## config.mk

```make
export PLATFORM = sky130hd
export DESIGN_NAME = apb_master
export DESIGN_NICKNAME = d
export VERILOG_FILES = /design/src/rtl/apb_pkg.sv /design/src/rtl/apb_wait_timer.sv /design/src/rtl/apb_master.sv
export SDC_FILE = /design/constraint.sdc
export NUM_CORES = 1
export LEC_CHECK = 0
export ABC_CLOCK_PERIOD_IN_PS = 1300
export CAP_MARGIN = 20
export CORE_MARGIN = 2
export CORE_UTILIZATION = 35
export DETAILED_ROUTE_END_ITERATION = 6
export GPL_TIMING_DRIVEN = 0
export PLACE_DENSITY = 0.8
export SLEW_MARGIN = 40
export SYNTH_ARGS = -nofsm -noshare
export SYNTH_HDL_FRONTEND = slang
export SYNTH_SLANG_ARGS = --single-unit
export TNS_END_PERCENT = 20
```

## constraint.sdc

```tcl
create_clock -name clk -period 1.3 [get_ports clk]
set_input_delay 0.195 -clock clk [delete_from_list [all_inputs] [get_ports clk]]
set_output_delay 0.195 -clock clk [all_outputs]
set_load 0.02 [all_outputs]
```

## src/rtl/apb_pkg.sv

```systemverilog
// Shared APB definitions: FSM states, PPROT bit positions and
// the address-alignment helper used by requester, completer and bench.
package apb_pkg;

    typedef enum logic [1:0] {
        IDLE,
        SETUP,
        ACCESS,
        RESP
    } apb_state_t;

    localparam logic [2:0] PROT_PRIV  = 3'b001;
    localparam logic [2:0] PROT_NSEC  = 3'b010;
    localparam logic [2:0] PROT_INSTR = 3'b100;

    // nbytes is a power of two (1, 2 or 4)
    function automatic logic is_aligned(
        input logic [31:0] addr,
        input int unsigned nbytes
    );
        return (addr & 32'(nbytes - 1)) == 32'd0;
    endfunction

endpackage

```

## src/rtl/apb_wait_timer.sv

```systemverilog
// ACCESS-phase wait counter: saturating, cleared on SETUP entry,
// expired pulses on the wait cycle that brings the count to the limit.
module apb_wait_timer #(
    parameter int TIMEOUT_CYCLES = 16
) (
    input  logic clk,
    input  logic prst,
    input  logic clr,
    input  logic en,
    output logic expired
);

    localparam int CW =
        (TIMEOUT_CYCLES > 0) ? $clog2(TIMEOUT_CYCLES + 1) : 1;
    localparam logic [CW-1:0] LIMIT = CW'(TIMEOUT_CYCLES);
    localparam logic [CW-1:0] LAST =
        (TIMEOUT_CYCLES > 0) ? CW'(TIMEOUT_CYCLES - 1) : '0;

    logic [CW-1:0] cnt;

    always_ff @(posedge clk) begin
        if (prst || clr) begin
            cnt <= '0;
        end else if (en && cnt != LIMIT) begin
            cnt <= cnt + 1'b1;
        end
    end

    assign expired = (TIMEOUT_CYCLES > 0) && en && (cnt == LAST);

endmodule

```

## src/rtl/apb_master.sv

```systemverilog
// APB4 requester: one transfer at a time from a valid/ready command
// stream, result returned on a valid/ready response stream.
module apb_master
    import apb_pkg::*;
#(
    parameter int ADDR_WIDTH     = 32,
    parameter int DATA_WIDTH     = 32,
    parameter int DATA_STRB      = DATA_WIDTH / 8,
    parameter int TIMEOUT_CYCLES = 16
) (
    input  logic                  clk,
    input  logic                  prst,
    input  logic                  cmd_valid,
    output logic                  cmd_ready,
    input  logic                  cmd_write,
    input  logic [ADDR_WIDTH-1:0] cmd_addr,
    input  logic [DATA_WIDTH-1:0] cmd_wdata,
    input  logic [DATA_STRB-1:0]  cmd_strb,
    input  logic [2:0]            cmd_prot,
    output logic                  rsp_valid,
    input  logic                  rsp_ready,
    output logic [DATA_WIDTH-1:0] rsp_rdata,
    output logic                  rsp_err,
    output logic                  rsp_timeout,
    output logic [ADDR_WIDTH-1:0] paddr,
    output logic [2:0]            prot,
    output logic                  pwrite,
    output logic                  psel,
    output logic                  penable,
    output logic [DATA_WIDTH-1:0] pwdata,
    output logic [DATA_STRB-1:0]  pstrb,
    input  logic                  pready,
    input  logic                  slverr,
    input  logic [DATA_WIDTH-1:0] prdata
);

    apb_state_t state, state_n;

    logic aligned;
    logic accept;
    logic wait_clr;
    logic wait_en;
    logic expired;

    logic [DATA_STRB-1:0] strb_q;

    assign aligned = is_aligned(32'(cmd_addr), DATA_STRB);
    assign accept  = (state == IDLE) && cmd_valid;

    always_ff @(posedge clk) begin
        if (prst) state <= IDLE;
        else      state <= state_n;
    end

    always_comb begin
        state_n  = state;
        wait_clr = 1'b0;
        wait_en  = 1'b0;
        unique case (state)
            IDLE: begin
                if (cmd_valid) begin
                    state_n  = aligned ? SETUP : RESP;
                    wait_clr = aligned;
                end
            end
            SETUP: state_n = ACCESS;
            ACCESS: begin
                if (pready) begin
                    state_n = RESP;
                end else begin
                    wait_en = 1'b1;
                    if (expired) state_n = RESP;
                end
            end
            RESP: begin
                if (rsp_ready) state_n = IDLE;
            end
            default: state_n = IDLE;
        endcase
    end

    apb_wait_timer #(
        .TIMEOUT_CYCLES(TIMEOUT_CYCLES)
    ) u_timer (
        .clk    (clk),
        .prst   (prst),
        .clr    (wait_clr),
        .en     (wait_en),
        .expired(expired)
    );

    // Request fields are latched once and held for the whole transfer
    always_ff @(posedge clk) begin
        if (prst) begin
            paddr       <= '0;
            pwdata      <= '0;
            strb_q      <= '0;
            prot        <= '0;
            pwrite      <= 1'b0;
            rsp_rdata   <= '0;
            rsp_err     <= 1'b0;
            rsp_timeout <= 1'b0;
        end else begin
            if (accept) begin
                paddr       <= cmd_addr;
                pwdata      <= cmd_wdata;
                strb_q      <= cmd_strb;
                prot        <= cmd_prot;
                pwrite      <= cmd_write;
                rsp_rdata   <= '0;
                rsp_err     <= !aligned;
                rsp_timeout <= 1'b0;
            end
            if (state == ACCESS) begin
                if (pready) begin
                    rsp_rdata <= (pwrite || slverr) ? '0 : prdata;
                    rsp_err   <= slverr;
                end else if (expired) begin
                    rsp_err     <= 1'b1;
                    rsp_timeout <= 1'b1;
                end
            end
        end
    end

    assign cmd_ready = (state == IDLE);
    assign rsp_valid = (state == RESP);
    assign psel      = (state == SETUP) || (state == ACCESS);
    assign penable   = (state == ACCESS);
    assign pstrb     = pwrite ? strb_q : '0;

endmodule
```

# Word level (Yosys, flattened, before mapping)
# Index checks and enable logic that the tools add are counted.
# W data, S select, Z words.
# word_totals
output_inout_bits,110
register_bits,113
elab_cells,52
# classes
n_eq_ne,8
reduce_logical,10
n_mux,23
n_addsub,1
# op_table
cell,n
$mux W32,4
$logic_not A32 Y1,1
$mux W1,12
$mux W2,5
$pmux W2 S4,1
$add A5 B1 Y5 const B,1
$eq A5 B4 Y1 const B,1
$ne A5 B5 Y1 const B,1
$eq A2 B2 Y1 const B,2
$mux W4,1
$logic_and A1 B1 Y1,3
$logic_or A1 B1 Y1,3
$ne A3 B1 Y1 const B,1
$reduce_and A3 Y1,1
$eq A2 B1 Y1 const B,1
$logic_not A2 Y1,1
$ne A2 B1 Y1 const B,1
$ne A2 B2 Y1 const B,1
$logic_not A1 Y1,1

# Longest topological paths before layout
# Gate-level depths: netlist of the first run.
# depth
word_depth,6
ltp_mapped,7

# Modules after synthesis
# Synthesis of the first run repeated with hierarchy kept, for this count alone.
# hier_totals
cells_unflattened,487
area_unflattened_um2,4460.5
# by_module_without_submodules
module,area_each_um2,n_inst,cells_per_inst
apb_master,4174.0,1,456
apb_wait_timer,286.5,1,31

# Least setup slack after synthesis of the first run
# OpenSTA, ideal clock, no wires.
# synth_timing
path_type,reg2reg
start,register state[0]
end,register u_timer.cnt[2]
setup_ns,0.070
t_required_ns,1.230
arrival_ns,1.574
synth_period_minus_slack_ns,1.644
setup_slack_ns,-0.344
stages_incl_launch_ff,7
cell_sequence,dfxtp_1 > inv_1 > ha_1 > nand2b_1 > buf_6 > or4_1 > a21oi_1
# synth_between
elab_chain_len,3
elab_cells_between_ends,6
classes_between,eq/ne: 1; mux: 2; reduce/logical: 3
# synth_lines
element,line_no,source
"start, declared",apb_master.sv:37,"apb_state_t state, state_n;"
"start signal, assigned",apb_master.sv:52,else state <= state_n;
$eq A2 B2 Y1,n/a,
named net penable,apb_master.sv:29,"output logic penable,"
$mux W1,apb_master.sv:59,unique case (state)
$logic_and A1 B1 Y1,apb_wait_timer.sv:24,end else if (en && cnt != LIMIT) begin
"end signal, assigned",apb_wait_timer.sv:25,cnt <= cnt + 1'b1;
"end, declared",apb_wait_timer.sv:19,logic [CW-1:0] cnt;
# The timed path passes the listed nets, and every way through them passes these cells.
# A chain may end at the register's enable or synchronous reset.

# Worst setup path in the final report of the first run
# layout_timing
start,register state[0]
end,register u_timer.cnt[2]
# layout_between
elab_chain_len,3
elab_cells_between_ends,6
classes_between,eq/ne: 1; mux: 2; reduce/logical: 3
# layout_lines
element,line_no
$eq A2 B2 Y1 / $logic_not A2 Y1 (equally long branches),apb_master.sv:59
$mux W1,apb_master.sv:59
$logic_and A1 B1 Y1 / $logic_or A1 B1 Y1 (equally long branches),"apb_wait_timer.sv:24, apb_wait_timer.sv:22"
# Parallel ways exist; a longest one is shown, timed or not.

==> metrics.txt, run 1 <==
Num CTS Buffers=17; routed vias/inst=4.99; Crit Path Category=reg -> reg; f_max=676 MHz; most frequent cells in the layout=nand2_1, clkdlybuf4s50_1, dfxtp_1, clkdlybuf4s15_1, a21oi_1; Worst Tran Pin Value=621 ps; Hold WC Path Type=in -> reg; Synth Area in Simple Gates=20.2%; Tcrit/Tclk final=114%; sequential area share after synthesis=55.3%; synth-to-layout area growth=97.7%; max-cap check violation count=0; Startpoint Class=register; Syn Inst Count=488; Seq cells post-synth=113; Switching Power=4.87 mW; slew margin rel.=58.6%; antenna violations before repair=0; DR pass1 iterations=4; Root Buffer=clkbuf_16; clk_lat worst skew=410 ps; Compound-Gate Fraction of Synth Area=17.4%; largest family of logic cells by synthesized area=simple AND/OR/NAND/NOR gates; synthesis warning total=0; Port Buffers=218; Switching Fraction=32.3%; clock tree buffer depth=2; Final Skew=5.49 ps; Setup Viol. Count Final=117; final WL=15300 µm; first-pass GRT wire length=22600 µm; vias in the first global route=4595; Hold Vio Cnt, Final=0; DIE AREA=12600 µm²; Non-Filler Instances=911; CTS tree=done; syn nets=605; multiplexer share of the synthesized area=0.489%; commonest non-fill, non-tap cell in the layout=nand2_1; Seq pwr share=28.5%; Final Core Density=70.9%; distinct cell type count after synthesis=32; Peak supply drop=0.00105 V; placed insts=849; Final WS setup=-178 ps; Cell Pwr Density=1860 nW/µm²; crit path time final=1480 ps; die span in y=112 µm; clock power share=33.1%; Iter 0 DRT Violations=142; outcome=complete, but fails checks; # rows=39; Core Footprint=11400 µm²; Critical Path RT=1640 ps; DP HPWL=9440 µm; violated checks=negative setup slack; internal power=10.2 mW; share of post-route cells with drive strength above 1=31.8%; Adder-Cell Fraction of Synth Area=2.14%; Die Wd=112 µm; R2R Setup Slk=-180 ps; routability congestion estimate=0.769; critical path arrival=1820 ps; H-tree levels=4; Avg WL per Cell=16.8 µm; Final Max Tran Viols=0; clock slew at reported path FFs=50 ps; gr usage total=22.5%; DR vias=4542; xor/xnor share of the synthesized area=0%; CTS sink count=113; DRC=0; # diodes=0; CTS Hold Bufs=0; syn_area_per_cell=8.39 µm²; Ports=220; Layout fillers=846; crit-path max FO=7; Initial Util=35.8%; RSZ-0062 raised after global routing=true; Cell Area, Synth=4090 µm²; largest net degree at the start of global routing=17; final net count=872; grt total ovfl=0; endpoint class of the critical path=register; post-route ant nets=0; Leakage=3.22 nW; Comb power frac=38.4%; worst hold slack=262 ps
-- logic make-up (layout without fill, tap and decap cells) --
logic type	Yosys count	in the layout
mux	2	2
buf+inv	43	323
compound gates	121	121
simple gates	202	202
flops	113	113
fa+ha+maj	7	7
-- metrics by stage --
step                instance area [µm²]  setup TNS [ps]  setup slack, ps  power [mW]
floorplan                          4170           -8360             -116        6.50
global placement                   6530          -40610             -522        8.15
detailed placement                 6530          -44840             -589        8.28
CTS                                7670           -3350             -164        14.2
global route                       8090          -14360             -211        15.7
finish                             8090           -8140             -178        15.1
-- power groups by stage --
stage                     combinational (mW)  sequential [mW]  clock [mW]
final                                   5.79             4.30        5.00
after global routing                    6.15             4.35        5.24
after CTS                               4.87             4.27        5.04
after detailed placement                3.98             4.31           0
after global placement                  3.88             4.28           0
after floorplan                         1.70             4.79           0
-- state kept, by name (all words and copies together) (netlist names) --
name	flops
rsp_timeout	1
pwrite	1
state	2
u_timer.cnt	5
paddr	32
rsp_err	1
prot	3
rsp_rdata	32
pwdata	32
strb_q	4
-- final timing paths --
check                                           start                     endpoint  cells past startpoint
worst min-delay path                             prst       paddr[22]$_SDFFE_PP0P_                      2
worst min register to register  paddr[6]$_SDFFE_PP0P_        paddr[6]$_SDFFE_PP0P_                      2
worst max register to register  state[0]$_SDFFE_PP0P_  u_timer.cnt[2]$_SDFFE_PP0P_                      6
worst max-delay path            state[0]$_SDFFE_PP0P_  u_timer.cnt[2]$_SDFFE_PP0P_                      6
-- cells in the mapped netlist --
library cell | instances | area, µm²
a211oi_1 | 1 | 7.51
and4bb_2 | 1 | 12.5
o32ai_1 | 1 | 8.76
ha_1 | 7 | 87.6
nand3_1 | 3 | 15.0
nand2_1 | 146 | 548
and3_1 | 1 | 6.26
o221ai_1 | 1 | 8.76
nor2_1 | 36 | 135
nand2b_1 | 3 | 18.8
o21ai_0 | 5 | 25.0
a221oi_1 | 1 | 8.76
clkbuf_2 | 1 | 5.00
a21oi_1 | 76 | 380
a21o_1 | 1 | 7.51
and2b_2 | 1 | 8.76
a22oi_1 | 34 | 255
inv_1 | 8 | 30.0
and2_1 | 5 | 31.3
clkbuf_1 | 19 | 71.3
buf_2 | 13 | 65.1
nor4bb_1 | 1 | 10.0
or3_1 | 1 | 6.26
a211o_1 | 1 | 8.76
nor2b_1 | 1 | 6.26
dfxtp_1 | 113 | 2260
buf_6 | 1 | 11.3
buf_1 | 1 | 3.75
mux2i_1 | 2 | 20.0
nor4b_1 | 1 | 8.76
or4_1 | 1 | 7.51
nand4bb_1 | 1 | 11.3
-- layer usage --
layer | part of all wire [%] | wire [µm] | up-vias | GRT usage, %
met5 | 0 | 0 | - | 0
met4 | 3.1 | 472 | 0 | 10.7
met3 | 6.6 | 1000 | 38 | 7.88
met2 | 54 | 8300 | 176 | 41.6
met1 | 36 | 5510 | 2166 | 22.6
li1 | - | - | 2162 | -
-- critical path, cell delays in order, from the launching register on --
cell,delay [ps]
dfxtp_4,360
inv_6,70
ha_4,170
nand2b_4,60
buf_6,130
or4_4,480
a21oi_2,150
-- area by class of cell --
class | instances | area (µm²) | area share (%)
plain buffers | 33 | 322 | 3.97
flip-flops and latches | 113 | 2280 | 28.1
inverters | 8 | 37.5 | 0.464
clock buffers | 23 | 488 | 6.03
clock inverters | 9 | 153 | 1.89
repair buffers | 250 | 2410 | 29.8
multi-input cells | 332 | 2230 | 27.5
well taps | 143 | 179 | 2.21
-- what timing repair did --
action / 4_1_cts / 5_1_grt
gates resized for setup: 274 / 197
cloned: 9 / 3
hold endpoints to repair: 0 / 0
buffers inserted: 12 / 12
setup endpoints to repair: 223 / 195
pin swaps: 15 / 50
Power figures use the tool's default switching activity.
==> run 2: changes to the inputs <==
Settings changed: GPL_TIMING_DRIVEN 0 to default.
==> run 2 against run 1 <==
  * The run still ends with negative setup slack left
  * Non-clock buffer count down 30
  * Via count down 5.4%
  * Global-route usage down 2.5 points
  * Fmax up 1.0%
  * Design area down 6.9%
  * Wire length down 11%
  * Sequential cell count unchanged
  * Sequential power down 1%
  * Clock skew up 4.9 ps
  * Utilization down 4.9 points
==> metrics.txt, run 2 (synthesized netlist as in run 1, its figures left out) <==
Initial Util=35.8% (unchanged); Startpoint Class=register; DIE AREA=12600 µm² (unchanged); clock tree buffer depth=2 (unchanged); final WL=13500 µm (-11%); Setup Viol. Count Final=46 (-61%); RSZ-0062 raised after global routing=true; vias in the first global route=4260 (-7.3%); # diodes=0 (unchanged); Die Wd=112 µm (unchanged); area occupied by multi-input gates=1940 µm² (-13%); H-tree levels=4 (unchanged); critical path arrival=1740 ps (-80 ps); GRT busiest layer=met2; first-pass GRT wire length=20400 µm (-10%); Final Core Density=65.9% (-4.9 points); Crit Path Category=reg -> reg; met1 global-route usage=21.2% (-1.3 points); CTS sink count=113 (unchanged); Core Footprint=11400 µm² (unchanged); final net count=842 (-3.4%); routed vias/inst=4.88 (-2.1%); global routing usage on met3=7.67% (-0.22 points); gr usage total=20.1% (-2.5 points); die span in y=112 µm (unchanged); Root Buffer=clkbuf_16; f_max=683 MHz (+1.0%); Sequential Area=2270 µm² (-0.11%); crit path time final=1460 ps (-15.1 ps); DR pass1 iterations=4 (unchanged); largest net degree at the start of global routing=80 (+63); clock slew at reported path FFs=50 ps (about the same); Cell Pwr Density=1820 nW/µm² (-2.4%); Tcrit/Tclk final=113% (-1.2 points); Final Max Tran Viols=0 (unchanged); Ports=220 (unchanged); Avg WL per Cell=15.4 µm (-8.4%); Layout fillers=915 (+8.2%); largest registers=paddr: 32 flops, pwdata: 32 flops, rsp_rdata: 32 flops; violated checks=negative setup slack; CTS tree=done; pre-CTS setup slack=-277 ps (+312 ps); PnR Total Power=13.7 mW (-9.2%); post-route ant nets=0 (unchanged); commonest non-fill, non-tap cell in the layout=nand2_1; Critical Path RT=1570 ps (-70 ps); Num CTS Buffers=17 (unchanged); Final WS setup=-163 ps (+15.1 ps); DRC=0 (unchanged); grt total ovfl=0 (unchanged); crit-path max FO=16 (+9); most frequent cells in the layout=nand2_1, clkdlybuf4s50_1, dfxtp_1, a21oi_1, clkdlybuf4s15_1; Worst Tran Pin Value=350 ps (-270 ps); Peak supply drop=0.00112 V (+6.5%); GRT met2 Usage=36.7% (-4.8 points); # rows=39 (unchanged); Port Buffers=219 (+0.46%); share of post-route cells with drive strength above 1=19.4% (-12 points); DP HPWL=8970 µm (-5.0%); routability congestion estimate=0.798 (+3.7%); Leakage=3.03 nW (-6.0%); DR vias=4299 (-5.4%); Setup TNS Final=-4990 ps (+3160 ps); synth-to-layout area growth=84.0%; endpoint class of the critical path=register; Hold WC Path Type=in -> reg; CTS Hold Bufs=0 (unchanged); clk_lat worst skew=400 ps (about the same); antenna violations before repair=0 (unchanged); Hold Vio Cnt, Final=0 (unchanged); Final Skew=10.4 ps (+4.89 ps); worst hold slack=64.4 ps (-198 ps); outcome=complete, but fails checks; max-cap check violation count=0 (unchanged); Iter 0 DRT Violations=266 (+87%); slew margin rel.=76.6% (+18 points)
run 2: cell count changes in the layout (fill, tap and decap cells not counted), moves of 4 or more:
cell and delta:
clkdlybuf4s15_1 +4, a22oi_2 -15, nand2_4 -13, dlygate4sd2_1 +19, buf_6 -12, a22oi_1 +15
buf_8 -6, clkbuf_8 -7, a21oi_2 -21, nand2_2 -6, nand2_1 +19, a21oi_1 +21
clkbuf_1 -11, clkbuf_2 -22
run 2: power by group:
group          switching, mW  internal [mW]
registers              0.269           3.98
logic                   2.56           2.19
clock network           1.55           3.15
total                   4.39           9.32
run 2: stage by stage:
| step | std cells | cell area (µm²) |
|---|---|---|
| global placement | 838 | 6590 |
| detailed placement | 838 | 6590 |
| CTS | 872 | 7220 |
| finish | 881 | 7530 |
| global route | 881 | 7530 |
| floorplan | 488 | 4170 |
run 2: cell type report:
class	instances	share of cell area [%]
Clock inverter	10	1.76
Multi-Input combinational cell	332	25.8
Sequential cell	113	30.2
Tap cell	143	2.38
Clock buffer	22	6.30
Inverter	8	0.465
Timing Repair Buffer	253	33.1
run 2: layer usage:
| metal | up-vias | share of wire (%) | routed length (µm) |
|---|---|---|---|
| li1 | 2105 | - | - |
| met1 | 2011 | 39 | 5260 |
| met2 | 163 | 53 | 7110 |
| met3 | 20 | 7.0 | 953 |
| met4 | 0 | 1.6 | 212 |
| met5 | - | 0 | 0 |
run 2: final timing paths:
| check | cells past startpoint | from | slack [ps] | endpoint |
|---|---|---|---|---|
| setup / recovery | 6 | state[1]$_SDFFE_PP0P_ | -160 | rsp_rdata[0]$_SDFF_PP0_ |
| hold / removal | 2 | prst | 60 | state[0]$_SDFFE_PP0P_ |
| setup reg to reg | 6 | state[1]$_SDFFE_PP0P_ | -160 | rsp_rdata[0]$_SDFF_PP0_ |
| hold reg to reg | 2 | paddr[31]$_SDFFE_PP0P_ | 450 | paddr[31]$_SDFFE_PP0P_ |
run 2: worst max-delay path, stage by stage (launching register included):
cell and delay (ps):
dfxtp_2 330, buf_6 130, ha_4 190, and4bb_4 240, clkbuf_16 190, a22oi_1 200, nor2_1 60
run 2: repair_timing:
item	4_1_cts	5_1_grt
pin swaps	5	11
gates cloned	0	4
setup buffers	2	5
resized for setup	189	99
setup endpoints to repair	223	166
